## src/rtl/uart_rx.sv

```systemverilog
`timescale 1ns/1ps
// UART receiver: start bit, 8 data bits LSB first, stop bit; OSR clocks per bit, mid-bit sampling.
// Define UART_RX_PARITY_EN to expect an even-parity bit between the data and stop bits.
module uart_rx #(
  parameter int OSR = 16  // even, >= 4
) (
  input  logic       clk,
  input  logic       rstn,
  input  logic       rxd,
  input  logic       rdy_rx,
  output logic [7:0] d_rx,
  output logic       vld_rx,
  output logic       frm_err,
  output logic       ovr_err
);

  localparam int CW = $clog2(OSR);

`ifdef UART_RX_PARITY_EN
  typedef enum logic [2:0] {IDLE, START, DATA, PARITY, STOP} state_t;
`else
  typedef enum logic [2:0] {IDLE, START, DATA, STOP} state_t;
`endif

  logic          r_sync1;
  logic          r_rxs;
  state_t        r_state;
  logic [CW-1:0] r_cnt;
  logic [2:0]    r_bit_cnt;
  logic [7:0]    r_shift;
  logic          w_half_bit;
  logic          w_full_bit;
  logic          w_stop_ok;

  // NOTE: both synchronizer flops reset to 1 so a reset never looks like a start bit.
  always_ff @(posedge clk or negedge rstn) begin
    if (!rstn) begin
      r_sync1 <= 1'b1;
      r_rxs   <= 1'b1;
    end else begin
      r_sync1 <= rxd;
      r_rxs   <= r_sync1;
    end
  end

  assign w_half_bit = (r_cnt == CW'(OSR/2 - 1));
  assign w_full_bit = (r_cnt == CW'(OSR - 1));

`ifdef UART_RX_PARITY_EN
  logic r_par_err;

  assign w_stop_ok = r_rxs && !r_par_err;
`else
  assign w_stop_ok = r_rxs;
`endif

  always_ff @(posedge clk or negedge rstn) begin
    if (!rstn) begin
      r_state   <= IDLE;
      r_cnt     <= '0;
      r_bit_cnt <= '0;
      r_shift   <= '0;
      d_rx      <= '0;
      vld_rx    <= 1'b0;
      frm_err   <= 1'b0;
      ovr_err   <= 1'b0;
`ifdef UART_RX_PARITY_EN
      r_par_err <= 1'b0;
`endif
    end else begin
      // NOTE: pulse outputs default low each cycle; a later assignment in this block wins.
      frm_err <= 1'b0;
      ovr_err <= 1'b0;
      if (vld_rx && rdy_rx)
        vld_rx <= 1'b0;

      case (r_state)
        IDLE: begin
          r_cnt <= '0;
          if (!r_rxs)
            r_state <= START;
        end

        START: begin
          if (w_half_bit) begin
            r_cnt     <= '0;
            r_bit_cnt <= '0;
            r_state   <= r_rxs ? IDLE : DATA;
          end else begin
            r_cnt <= r_cnt + CW'(1);
          end
        end

        DATA: begin
          if (w_full_bit) begin
            r_cnt     <= '0;
            r_shift   <= {r_rxs, r_shift[7:1]};
            r_bit_cnt <= r_bit_cnt + 3'd1;
            if (r_bit_cnt == 3'd7) begin
`ifdef UART_RX_PARITY_EN
              r_state <= PARITY;
`else
              r_state <= STOP;
`endif
            end
          end else begin
            r_cnt <= r_cnt + CW'(1);
          end
        end

`ifdef UART_RX_PARITY_EN
        PARITY: begin
          if (w_full_bit) begin
            r_cnt     <= '0;
            r_par_err <= ^{r_rxs, r_shift};
            r_state   <= STOP;
          end else begin
            r_cnt <= r_cnt + CW'(1);
          end
        end
`endif

        STOP: begin
          if (w_full_bit) begin
            r_cnt   <= '0;
            r_state <= IDLE;
            if (!w_stop_ok) begin
              frm_err <= 1'b1;
            end else if (vld_rx && !rdy_rx) begin
              ovr_err <= 1'b1;
            end else begin
              // A handshake on this same edge is overridden: the new byte replaces the old one.
              d_rx   <= r_shift;
              vld_rx <= 1'b1;
            end
          end else begin
            r_cnt <= r_cnt + CW'(1);
          end
        end

        default: r_state <= IDLE;
      endcase
    end
  end

endmodule

```

## config.mk

```make
export PLATFORM = sky130hd
export DESIGN_NAME = uart_rx
export DESIGN_NICKNAME = d
export VERILOG_FILES = /design/src/rtl/uart_rx.sv
export SDC_FILE = /design/constraint.sdc
export NUM_CORES = 1
export LEC_CHECK = 0
export CORE_MARGIN = 2
export CORE_UTILIZATION = 58
export CTS_CLUSTER_DIAMETER = 40
export CTS_CLUSTER_SIZE = 30
export DETAILED_ROUTE_END_ITERATION = 7
export PLACE_DENSITY = 0.78
export SLEW_MARGIN = 20
export SYNTH_ARGS = -nofsm -noshare
export SYNTH_HDL_FRONTEND = slang
export SYNTH_SLANG_ARGS = --single-unit
```

## constraint.sdc

```tcl
create_clock -name clk -period 4.4 [get_ports clk]
set_input_delay 0.88 -clock clk [delete_from_list [all_inputs] [get_ports clk]]
set_output_delay 0.88 -clock clk [all_outputs]
set_load 0.05 [all_outputs]
```

==> results of run 1 <==
## logic make-up after synthesis
logic type,after synthesis,synth area share (%)
flip-flops,30,56.21
AND/OR/NAND/NOR,24,9.898
AO/OA/AOI/OAI,16,8.683
multiplexers,16,15.69
buffers and inverters,9,5.415
adder cells (fa/ha/maj),3,2.801
XOR/XNOR,2,1.307
## stage by stage
step | cell area, µm² | utilization [%] | hold WS [ns] | std cells | worst slack (ns)
6_report | 1501 | 68.53 | 0.3598 | 142 | 2.017
5_1_grt | 1501 | 68.53 | 0.3658 | 142 | 1.955
4_1_cts | 1501 | 68.53 | 0.3606 | 142 | 2.000
3_5_place_dp | 1454 | 66.36 | 0.3475 | 135 | 2.125
3_3_place_gp | 1454 | 66.36 | 0.3455 | 135 | 2.147
2_1_floorplan | 1340 | - | 0.3452 | 100 | 2.490
## flip-flops by register name, indices dropped and copies added (netlist names)
register,count
r_shift,8
r_rxs,1
r_state,2
ovr_err,1
r_sync1,1
d_rx,8
frm_err,1
vld_rx,1
r_bit_cnt,3
r_cnt,4
## layout make-up
type	count	area, µm²	share of cell area (%)
clock buffer	5	37.54	2.500
timing repair buffer	15	147.6	9.833
multi-input combinational	61	514.2	34.25
tap	28	35.03	2.333
clock inverter	2	10.01	0.6667
inverter	1	3.754	0.2500
sequential	30	753.2	50.17
## placed cells by master, fill, tap and decap left out
master / Yosys / final
ha_1: 3 / 3
a311oi_1: 1 / 1
xor2_1: 1 / 1
or2b_2: 1 / 1
clkbuf_4: 0 / 5
nor2_1: 8 / 8
dfstp_2: 2 / 2
and3_2: 1 / 1
inv_1: 1 / 1
o31ai_1: 3 / 3
a22o_2: 1 / 1
o21ai_0: 1 / 1
nand2_1: 3 / 3
clkinv_2: 0 / 2
and4_4: 2 / 2
a21oi_1: 3 / 3
xnor2_1: 1 / 1
a41oi_1: 2 / 2
nor2b_1: 2 / 2
a211oi_1: 3 / 3
a31oi_1: 1 / 1
nor3_1: 2 / 2
nand3_1: 2 / 2
a221oi_1: 1 / 1
dfrtp_1: 28 / 28
clkdlybuf4s50_1: 0 / 14
or2b_1: 1 / 1
mux2_2: 8 / 8
mux2_4: 8 / 8
nor2_2: 1 / 1
nand4_1: 1 / 1
buf_4: 0 / 1
## power by group
group          switching, W  internal, W
sequential        0.0000639     0.000307
combinational     0.0000592    0.0000611
clock             0.0000930    0.0000573
total              0.000216     0.000426
## routing by layer
metal / wire (µm) / GRT usage [%] / vias to the layer above
li1: - / - / 384
met1: 979 / 23.09 / 392
met2: 950 / 28.27 / 14
met3: 97 / 8.621 / 4
met4: 20 / 9.211 / 0
met5: 0 / 0 / -
## how the worst max path moves through the flow
stage | depth (start not counted) | end | start | slack (ns)
2_1_floorplan | 4 | d_rx[0] | rdy_rx | 2.49
4_1_cts | 1 | d_rx[7] | d_rx[7] | 2.00
3_3_place_gp | 4 | d_rx[0] | rdy_rx | 2.15
5_1_grt | 1 | d_rx[7] | d_rx[7] | 1.96
3_5_place_dp | 4 | d_rx[6] | rdy_rx | 2.12
6_report | 1 | d_rx[7] | d_rx[7] | 2.02
==> impl_metrics.py, run 1 <==
metrics = {
    "outcome": {
        "outcome": "completed",
    },
    "timing": {
        "rsz0062_at_grt": "no",
        "fmax_ghz": 0.4197,
        "tns_ns": 0,
        "setup_viol": 0,
        "fin_crit_ns": 2.383,
        "worstMarginPinSlew_ns": 0.5078,
        "min_period_over_period_pct": 54.15,
        "finClkSkew_ns": 0.01129,
        "relSlewSlack_pct": 66.04,
        "report.final.slew_viol_count": 0,
        "finalHoldViolCount": 0,
    },
    "worst_setup_path": {
        "path_buf_inv": 1,
        "reg2reg_slack_ns": 2.54,
        "cp.required_ns": 3.52,
        "reg2reg_depth": 4,
        "critPathKind": "reg2out",
        "cpPeakStageDelay_ns": 0.81,
        "crit_chain": "clkdlybuf4s50_1",
        "cp-end-kind": "output port",
        "crit_slowest_cell": "clkdlybuf4s50_1",
        "cp_top_family": "buffers and inverters",
        "timing.rr.start": "r_cnt[0]",
        "worst_r2r_endpoint": "r_shift[1]",
        "arrival_ns": 1.50,
        "worstSetupStartpointType": "register",
        "crit_fanout": 2,
    },
    "cells_and_area": {
        "syn_to_final_growth_pct": 12.04,
        "antenna-diode-count": 0,
        "fin_nets": 121,
        "fillCellCount": 159,
        "drive_gt1_share_pct": 28.07,
    },
    "pwr": {
        "peakVddDrop_mv": 0.3873,
        "power_density_mw_per_mm2": 427.4,
        "cellLeakagePower_nw": 0.6832,
        "power_w": 0.0006418,
    },
    "logic_synthesis": {
        "yosysMostFrequentCell": "dfrtp_1",
        "synth.largest_area_cell": "dfrtp_1",
        "ys_types": 32,
        "syn-cell-area_mm2": 0.001340,
        "syn-num-nets": 107,
        "yosys_warnings": 0,
        "synth_top_area_share_pct": 52.29,
        "syn_inst": 100,
        "syn_avg_cell_area_um2": 13.40,
        "synthArstFlopShare_pct": 100.0,
        "ys.flop_type": "dfrtp_1",
        "synthTopCellsByCount": "dfrtp_1 (28), mux2_2 (8), mux2_4 (8), nor2_1 (8)",
        "synth_area_leaders": "dfrtp_1 (52%), mux2_4 (9.0%), mux2_2 (6.7%)",
        "synth-edff-count": 0,
        "ys_ff_latch": 30,
        "ys_seq_area_share_pct": 56.21,
    },
    "detailed_routing": {
        "dr.pass1.iters": 4,
        "drtIter0Drc": 8,
        "ant_nets": 0,
        "via_count": 794,
        "wl_per_cell_um": 14.42,
        "wirelength_mm": 2.047,
        "vias_per_cell": 5.592,
        "drc_errors": 0,
    },
    "clock_tree": {
        "insertion_delay_ns": 0.32,
        "clk_path_buf_depth": 2,
        "hold_buffers": 0,
        "htree_num_levels": 2,
        "clk_pin_slew_ns": 0.10,
        "cts_tree": "yes",
        "cts_made_buffers": 5,
        "cts_sinks": 30,
        "cts_setup_buffers": 0,
        "root_buffer": "clkbuf_4",
        "post_cts_resize_count": 0,
    },
    "grt": {
        "grt_pass1_vias": 766,
        "grt_max_degree": 31,
        "track_usage_pct": 18.94,
        "grt_pass1_wl_mm": 3.505,
        "antenna_found_initial": 0,
        "gr-total-overflow": 0,
    },
    "floorplan": {
        "core_mm2": 0.002191,
        "rows": 17,
        "die_width_um": 52.07,
        "io_pins": 15,
        "start_util_pct": 61.17,
        "die-area_mm2": 0.002711,
        "chipHeight_um": 52.07,
    },
    "worst_hold_path": {
        "min_path_cells": 0,
        "min_from": "r_sync1",
        "worstHoldPathType": "reg2reg",
        "worstHoldEndpoint": "r_rxs",
    },
    "place": {
        "io_buffer_count": 14,
        "hpwl_mm": 1.321,
        "routabilityCongestion": 0.7348,
    },
    "run": {
        "cap_violations": 0,
    },
}
Note: power is estimated with default switching activity, not from simulation.
==> run 2, diff against run 1 <==
CORE_UTILIZATION = 54   (was 58)
PLACE_DENSITY = 0.73   (was 0.78)
clock period = 2.25 ns   (was 4.4 ns; I/O delays follow)
==> run 2 against run 1 <==
Effect of this change:
- highest routed layer unchanged
- critical path type unchanged
- worst setup slack worse by 1.7 ns
- largest cell class unchanged
- register-to-register slack worse by 2.1 ns
- via count up 1.5%
- combinational power up 96%
- clock power up 120%
- clock skew down 0.0071 ns
- utilization down 5.6 points
- power up 100%
==> impl_metrics.py, run 2 (synthesis gave the netlist of run 1 again) <==
metrics = {
    "floorplan": {
        "chipHeight_um": 53.82,
        "rows": 18,
        "die-area_mm2": 0.002896,
        "io_pins": 15,
        "start_util_pct": 55.61,
        "die_width_um": 53.82,
        "core_mm2": 0.002410,
    },
    "place": {
        "post-place-ws_ns": 0.3835,
        "routabilityCongestion": 0.7330,
        "io_buffer_count": 14,
        "hpwl_mm": 1.453,
    },
    "clock_tree": {
        "cts_sinks": 30,
        "hold_buffers": 0,
        "clk_pin_slew_ns": 0.09,
        "htree_num_levels": 2,
        "clk_path_buf_depth": 2,
        "cts_made_buffers": 5,
        "root_buffer": "clkbuf_4",
        "post_cts_resize_count": 0,
        "cts_setup_buffers": 0,
        "insertion_delay_ns": 0.32,
        "cts_tree": "yes",
    },
    "timing": {
        "setup_ws_ns": 0.3003,
        "setup_viol": 0,
        "tns_ns": 0,
        "fin_crit_ns": 1.950,
        "rsz0062_at_grt": "no",
        "fmax_ghz": 0.5129,
        "min_period_over_period_pct": 86.65,
        "worstMarginPinSlew_ns": 0.4950,
        "report.final.slew_viol_count": 0,
        "finClkSkew_ns": 0.004182,
        "relSlewSlack_pct": 66.89,
        "finalHoldViolCount": 0,
    },
    "worst_hold_path": {
        "worstHoldPathType": "reg2reg",
    },
    "grt": {
        "gr-total-overflow": 0,
        "antenna_found_initial": 0,
        "grt_max_degree": 31,
        "grt_pass1_vias": 768,
        "grt_pass1_wl_mm": 3.450,
        "track_usage_pct": 18.38,
    },
    "cells_and_area": {
        "layout_common_cells": "dfrtp_1 (28), clkdlybuf4s50_1 (14), nor2_1 (8), mux2_4 (8), mux2_2 (8)",
        "multiInputGateArea_um2": 514.2,
        "fillCellCount": 184,
        "antenna-diode-count": 0,
        "final_common_cell": "dfrtp_1",
        "fin_nets": 121,
        "drive_gt1_share_pct": 27.83,
        "syn_to_final_growth_pct": 13.16,
        "ff_latch_area_um2": 753.2,
        "top_regs": "d_rx x8, r_shift x8, r_cnt x4",
    },
    "detailed_routing": {
        "wl_per_cell_um": 14.74,
        "ant_nets": 0,
        "via_count": 806,
        "drtIter0Drc": 16,
        "drc_errors": 0,
        "vias_per_cell": 5.559,
        "dr.pass1.iters": 4,
        "wirelength_mm": 2.138,
    },
    "worst_setup_path": {
        "path_buf_inv": 1,
        "cp.required_ns": 1.80,
        "arrival_ns": 1.50,
        "critPathKind": "reg2out",
        "worstSetupStartpointType": "register",
        "crit_fanout": 2,
        "reg2reg_slack_ns": 0.40,
        "crit_chain": "clkdlybuf4s50_1",
        "cp_top_family": "buffers and inverters",
        "cp-end-kind": "output port",
        "cpPeakStageDelay_ns": 0.81,
        "crit_slowest_cell": "clkdlybuf4s50_1",
    },
    "run": {
        "cap_violations": 0,
    },
    "outcome": {
        "outcome": "completed",
    },
    "pwr": {
        "peakVddDrop_mv": 0.8260,
        "power_density_mw_per_mm2": 853.6,
        "cellLeakagePower_nw": 0.6877,
    },
}
## run 2: cell count changes in the layout (fill, tap and decap cells not counted)
cell      before  now
clkbuf_1       0    1
clkinv_2       2    1
clkbuf_8       0    1
## run 2: final timing paths
path                       startpoint          to  cells past startpoint
setup / recovery              d_rx[0]     d_rx[0]                      1
hold / removal                r_sync1       r_rxs                      0
setup reg to reg             r_cnt[0]  r_shift[6]                      4
hold reg to reg               r_sync1       r_rxs                      0
max in group asynchronous        rstn     r_sync1                      2
min in group asynchronous        rstn     ovr_err                      2
## run 2: final cells by class
type / count / area share (%)
multi-input cells: 61 / 33.91
flip-flops and latches: 30 / 49.67
inverters: 1 / 0.2475
repair buffers: 15 / 9.736
well taps: 30 / 2.475
clock buffers: 7 / 3.630
clock inverters: 1 / 0.3300
## run 2: through the flow
stage | hold slack (ns) | util, % | total power [W] | instance area (µm²) | cells
after floorplan | 0.1544 | - | 0.0009447 | 1340 | 100
after global placement | 0.3453 | 60.44 | 0.0009547 | 1456 | 137
final | 0.3592 | 62.93 | 0.001294 | 1516 | 145
after global routing | 0.3650 | 62.93 | 0.001384 | 1516 | 145
after detailed placement | 0.3473 | 60.44 | 0.0009719 | 1456 | 137
after CTS | 0.3607 | 62.93 | 0.001311 | 1516 | 145
## run 2: report_power, final
group          internal [W]  switching (W)
clock              0.000151       0.000179
sequential         0.000601       0.000129
combinational      0.000118       0.000116
## run 2: routing by layer
metal,global-route usage [%],routed length (µm),vias up
met5,0,0,-
met4,11.54,58,0
met3,8.333,111,5
met2,28.46,1038,17
met1,20.43,931,397
li1,-,-,387
==> run 3, diff against run 2 <==
SLEW_MARGIN = 15   (was 20)
==> results of run 3 <==
Final layout, timing and power as in run 2 (identical DEF).
